<file path="src/rtl/barrett_mod_mul_if.sv">
// Operand/result handshake bundle for barrett_mod_mul.
// The master side feeds operands and accepts results.
interface barrett_mod_mul_if #(
    parameter int unsigned DATA_W = 26,
    parameter int unsigned TAG_W  = 8
);
    logic              in_valid;
    logic              in_ready;
    logic [DATA_W-1:0] in_a;
    logic [DATA_W-1:0] in_b;
    logic [TAG_W-1:0]  in_tag;
    logic              out_valid;
    logic              out_ready;
    logic [DATA_W-1:0] out_data;
    logic [TAG_W-1:0]  out_tag;

    modport master (
        output in_valid, in_a, in_b, in_tag, out_ready,
        input  in_ready, out_valid, out_data, out_tag
    );

    modport slave (
        input  in_valid, in_a, in_b, in_tag, out_ready,
        output in_ready, out_valid, out_data, out_tag
    );
endinterface

</file>
<file path="src/rtl/barrett_mod_mul.sv">
// Four-stage pipelined modular multiplier: out = (a * b) mod q.
// Uses Barrett reduction with a precomputed mu = floor(2^53 / q).
module barrett_mod_mul #(
    parameter int unsigned DATA_W  = 26,
    parameter int unsigned MU_W    = 28,
    parameter int unsigned TAG_W   = 8,
    parameter int unsigned SHIFT_A = 25,
    parameter int unsigned SHIFT_B = 28
) (
    input  logic              clk,
    input  logic              rst,
    input  logic [DATA_W-1:0] mod_q,
    input  logic [MU_W-1:0]   mu,
    barrett_mod_mul_if.slave  bus
);
    localparam int unsigned PROD_W = 2 * DATA_W;
    localparam int unsigned XS_W   = PROD_W - SHIFT_A;
    localparam int unsigned T_W    = XS_W + MU_W;
    localparam int unsigned QE_W   = T_W - SHIFT_B;
    localparam int unsigned R_W    = DATA_W + 2;

    logic              adv;
    logic              v1;
    logic              v2;
    logic              v3;
    logic [PROD_W-1:0] x1;
    logic [R_W-1:0]    x2;
    logic [QE_W-1:0]   qe2;
    logic [R_W-1:0]    r3;
    logic [TAG_W-1:0]  tag1;
    logic [TAG_W-1:0]  tag2;
    logic [TAG_W-1:0]  tag3;

    logic [PROD_W-1:0] prod_c;
    logic [QE_W-1:0]   qe_c;
    logic [R_W-1:0]    r0_c;
    logic [R_W-1:0]    q1_c;
    logic [R_W-1:0]    q2_c;
    logic [DATA_W-1:0] res_c;

    // Whole pipe advances together; a full output register with no taker freezes it.
    assign adv          = ~bus.out_valid | bus.out_ready;
    assign bus.in_ready = adv;

    // Stage datapaths. Only the low R_W bits of x and q_est*q matter since r0 < 3q < 2^R_W.
    always_comb begin
        prod_c = PROD_W'(bus.in_a) * PROD_W'(bus.in_b);
        qe_c   = QE_W'((T_W'(x1[PROD_W-1:SHIFT_A]) * T_W'(mu)) >> SHIFT_B);
        r0_c   = x2 - R_W'(R_W'(qe2) * R_W'(mod_q));
        q1_c   = R_W'(mod_q);
        q2_c   = R_W'(mod_q) << 1;
        if (r3 >= q2_c) begin
            res_c = DATA_W'(r3 - q2_c);
        end else if (r3 >= q1_c) begin
            res_c = DATA_W'(r3 - q1_c);
        end else begin
            res_c = DATA_W'(r3);
        end
    end

    // Stage registers; bubbles shift exactly like valid data.
    always_ff @(posedge clk) begin
        if (rst) begin
            v1            <= 1'b0;
            v2            <= 1'b0;
            v3            <= 1'b0;
            x1            <= '0;
            x2            <= '0;
            qe2           <= '0;
            r3            <= '0;
            tag1          <= '0;
            tag2          <= '0;
            tag3          <= '0;
            bus.out_valid <= 1'b0;
            bus.out_data  <= '0;
            bus.out_tag   <= '0;
        end else if (adv) begin
            v1            <= bus.in_valid & adv;
            x1            <= prod_c;
            tag1          <= bus.in_tag;
            v2            <= v1;
            x2            <= x1[R_W-1:0];
            qe2           <= qe_c;
            tag2          <= tag1;
            v3            <= v2;
            r3            <= r0_c;
            tag3          <= tag2;
            bus.out_valid <= v3;
            bus.out_data  <= res_c;
            bus.out_tag   <= tag3;
        end
    end
endmodule
</file>
<file path="src/flat_wrapper.sv">
// flat-port wrapper written by rule: the top's interface ports become plain ports
module barrett_mod_mul_flat 
#(
    parameter int unsigned DATA_W  = 26,
    parameter int unsigned MU_W    = 28,
    parameter int unsigned TAG_W   = 8,
    parameter int unsigned SHIFT_A = 25,
    parameter int unsigned SHIFT_B = 28
)
  (clk, rst, mod_q, mu, bus_in_valid, bus_in_a, bus_in_b, bus_in_tag, bus_out_ready, bus_in_ready, bus_out_valid, bus_out_data, bus_out_tag);
  barrett_mod_mul_if #(.DATA_W(DATA_W), .TAG_W(TAG_W)) bus_i ();
  input  logic clk;
  input  logic rst;
  input  logic [DATA_W-1:0] mod_q;
  input  logic [MU_W-1:0] mu;
  input wire logic [$bits(bus_i.in_valid)-1:0] bus_in_valid;
  input wire logic [$bits(bus_i.in_a)-1:0] bus_in_a;
  input wire logic [$bits(bus_i.in_b)-1:0] bus_in_b;
  input wire logic [$bits(bus_i.in_tag)-1:0] bus_in_tag;
  input wire logic [$bits(bus_i.out_ready)-1:0] bus_out_ready;
  output wire logic [$bits(bus_i.in_ready)-1:0] bus_in_ready;
  output wire logic [$bits(bus_i.out_valid)-1:0] bus_out_valid;
  output wire logic [$bits(bus_i.out_data)-1:0] bus_out_data;
  output wire logic [$bits(bus_i.out_tag)-1:0] bus_out_tag;
  assign bus_i.in_valid = bus_in_valid;
  assign bus_i.in_a = bus_in_a;
  assign bus_i.in_b = bus_in_b;
  assign bus_i.in_tag = bus_in_tag;
  assign bus_i.out_ready = bus_out_ready;
  assign bus_in_ready = bus_i.in_ready;
  assign bus_out_valid = bus_i.out_valid;
  assign bus_out_data = bus_i.out_data;
  assign bus_out_tag = bus_i.out_tag;
  barrett_mod_mul #(.DATA_W(DATA_W), .MU_W(MU_W), .TAG_W(TAG_W), .SHIFT_A(SHIFT_A), .SHIFT_B(SHIFT_B)) u_core (.clk(clk), .rst(rst), .mod_q(mod_q), .mu(mu), .bus(bus_i));
endmodule
</file>
<file path="config.mk">
export PLATFORM = sky130hd
export DESIGN_NAME = barrett_mod_mul_flat
export DESIGN_NICKNAME = d
export VERILOG_FILES = /design/src/rtl/barrett_mod_mul_if.sv /design/src/rtl/barrett_mod_mul.sv /design/src/flat_wrapper.sv
export SDC_FILE = /design/constraint.sdc
export NUM_CORES = 2
export LEC_CHECK = 0
export CORE_MARGIN = 3
export CORE_UTILIZATION = 55
export DETAILED_ROUTE_END_ITERATION = 7
export GPL_TIMING_DRIVEN = 1
export PLACE_DENSITY = 0.8
export SYNTH_ARGS = -nofsm -noshare
export SYNTH_HDL_FRONTEND = slang
export SYNTH_SLANG_ARGS = --single-unit
</file>
<file path="constraint.sdc">
create_clock -name clk -period 23.2 [get_ports clk]
set_input_delay 4.64 -clock clk [delete_from_list [all_inputs] [get_ports clk]]
set_output_delay 4.64 -clock clk [all_outputs]
set_load 0.01 [all_outputs]
</file>
==> qor.yml <==
critPathLaunchType: "primary input"
timing.final.crit_share: 0.526
drive_gt1_frac: 0.0279
syn_area_sq_mm: 0.0672
clk_latency_ps: 480
cts_resized: 0
nets: 9749
num_vias: 51799
synth_compound_area_frac: 0.0612
synth_xor_xnor_area_share: 0.0228
clockBufferDepth: 2
synth.area.top_cells: "fa_1 (46%), ha_1 (10%), inv_1 (9.1%), and2_1 (8.0%), nand2_1 (7.3%)"
crit_slowest_cell: "clkdlybuf4s50_1"
core_sq_mm: 0.121
ctsHoldBuffers: 0
slew_headroom: 0.0391
synth_ff_type: "dfxtp_1"
cp_max_fo: 26
cts_buffers: 17
routedWlPerCell_um: 20.1
status: "completed"
synth_commonest_cells: "inv_1 (1635), fa_1 (1554), nand2_1 (1308)"
drt_iter0_drc: 4017
critPathMaxStageDelay_ps: 1180
cts_tree: "done"
cts-root-buf: "clkbuf_16"
finalSetupViolations: 0
avgSynthCellArea_sq_um: 8.79
cts_setup_buffers: 0
dieHeight_um: 355
yosysWarnings: 0
crit_family: "adder cells"
drcViolationCount: 0
grt_pass1_wl_um: 299000
cp_data_arrival_time_ps: 12550
numClockSinks: 197
crit_path_frequent_cell: "fa_1"
synthMuxAreaShare: 0.00181
final_antenna_net_count: 0
start_util: 0.557
via_per_inst: 5.65
slew_viol_final: 0
synthAdderAreaFrac: 0.563
synth_async_sr_flop_share: 0
yosysTopAreaCell: "fa_1"
endpoint_kind: "flop"
grt_usage: 0.300
synth_nets: 9854
worst-path-buf-inv: 5
grt_pass1_vias: 56978
dieWidth_um: 355
rows: 127
crit_path_cell_trace: "clkdlybuf4s50_1 -> and2_1 -> fa_1 -> inv_1 -> fa_1 -> inv_1 -> fa_1 -> fa_1 -> fa_1 -> fa_1 -> inv_1 -> fa_1 -> inv_1 -> ha_1 -> and2_1 -> a221o_1 -> a221o_1 -> o21a_1 -> o31a_1 -> o21ai_1 -> o21ai_0 -> o2111ai_1 -> o211ai_1"
critPathKind: "primary input to flop"
antenna_found_initial: 8
grt-ovfl-total: 0
rsz0062_at_grt: "no"
htreeDepth: 4
fin_crit_ps: 12200
ys_ff_latch: 197
cp.required_ps: 23540
io_buffers: 153
io_pins: 154
synth_edf_count: 0
place_hpwl_um: 142000
dieArea_sq_mm: 0.126
grt_max_degree: 92
gp_congestion: 0.945
synthSimpleGateAreaFrac: 0.178
max_cap_violations: 0
final.setup_skew_ps: 19.1
firstDrtPassIters: 6
finalHoldViolCount: 0
areaGrowthSynthToFinish_pct: 5.40
yosysMostFrequentCell: "inv_1"
tightest_slew_ps: 1440
max_clock_freq_ghz: 0.0819
clkTransAtPathRegs_ps: 80
hold_class: "flop to flop"
ys_types: 84
synth_top_family_by_area: "adder cells"
syn_inst: 7644
fin_setup_tns_ps: 0
routed_wl_um: 184000
synth_top_area_frac: 0.463
synth_seq_area_share: 0.0587
==> worst reg2reg max path, delay by kind of cell, from the launching register on <==
| family | cells | cell delay, ps |
|---|---|---|
| adders and majority gates | 8 | 3890 |
| AOI/OAI and AO/OA | 5 | 1520 |
| DFF | 1 | 700 |
| and+or+nand+nor | 4 | 1010 |
| xor gates and xnor gates | 1 | 160 |
| buffers and inverters | 6 | 640 |
==> path summary, 6_finish.rpt <==
check	cells past startpoint	to	slack [ps]	start
max reg2reg	24	u_core.qe2[14]$_SDFFE_PP0N_	15130	u_core.x1[28]$_SDFFE_PP0N_
max	23	u_core.x1[51]$_SDFFE_PP0N_	11000	bus_in_b[15]
min	2	u_core.x1[31]$_SDFFE_PP0N_	450	u_core.x1[31]$_SDFFE_PP0N_
min reg2reg	2	u_core.x1[31]$_SDFFE_PP0N_	450	u_core.x1[31]$_SDFFE_PP0N_
==> sequential cells by signal (all words and copies together), names as in the netlist <==
| name | cells |
|---|---|
| u_core.v1 | 1 |
| u_core.bus.out_valid | 1 |
| u_core.x1 | 52 |
| u_core.v2 | 1 |
| u_core.x2 | 28 |
| u_core.qe2 | 27 |
| u_core.tag1 | 8 |
| u_core.tag3 | 8 |
| u_core.tag2 | 8 |
| u_core.r3 | 28 |
| u_core.bus.out_tag | 8 |
| u_core.v3 | 1 |
| u_core.bus.out_data | 26 |
==> through the flow <==
step | instance area, sq um | setup slack [ps] | utilization | hold WS, ps | std cells
after global routing | 70800 | 10740 | 0.587 | 470 | 9165
after CTS | 70800 | 11180 | 0.587 | 454 | 9164
after floorplan | 67200 | 11790 | - | 432 | 7644
after detailed placement | 70200 | 10660 | 0.582 | 444 | 9132
final | 70800 | 11000 | 0.587 | 452 | 9168
after global placement | 70200 | 10790 | 0.582 | 437 | 9132
==> cells in the final DEF (no fill, tap or decap), types with 7 or more instances in the layout <==
master	n
o211ai_1	23
nor3_1	38
buf_4	127
mux2i_1	11
nand4_1	23
xor2_1	53
nor2_1	118
o21ai_0	103
and2_1	864
nand2_1	1308
o31a_1	8
a211o_1	13
a21o_1	56
dfxtp_2	7
inv_1	1635
fa_1	1554
o21a_1	18
ha_1	538
clkbuf_16	17
o21ai_1	11
nor2b_1	10
dfxtp_1	190
a311oi_1	7
a22o_1	8
o31ai_1	16
xnor2_1	122
nand3_1	47
or3_1	16
a31oi_1	13
o21bai_1	15
a21oi_1	248
clkdlybuf4s50_1	152
a211oi_1	37
nand2b_1	15
and3_1	9
==> logic make-up (layout without fill, tap and decap cells) <==
group / after synthesis / in the layout
xor+xnor: 175 / 175
flops: 197 / 197
other cells: 0 / 4
buf+inv: 2040 / 1948
compound gates: 640 / 640
simple gates: 2488 / 2488
mux: 12 / 12
fa+ha+maj: 2092 / 2092
==> per-layer routing <==
layer	global-route usage	vias to the layer above	share of wire
met5	0	-	0.000071
met4	0.128	2	0.048
met3	0.0609	611	0.10
met2	0.499	2670	0.47
met1	0.383	26100	0.38
li1	-	22416	-
==> final cells by class <==
class                      instances  area [sq um]
sequential                       197          3950
clock buffer                      17           425
multi-input combinational       5407         55600
tap                             1612          2020
inverter                        1636          6150
antenna                            4          10.0
fill                           10092         49800
clock inverter                    15           209
timing repair buffer             280          2490
Power is left out: the tool's default activity adds up to more than one toggle a clock period on the data nets, which glitch-free logic cannot reach.
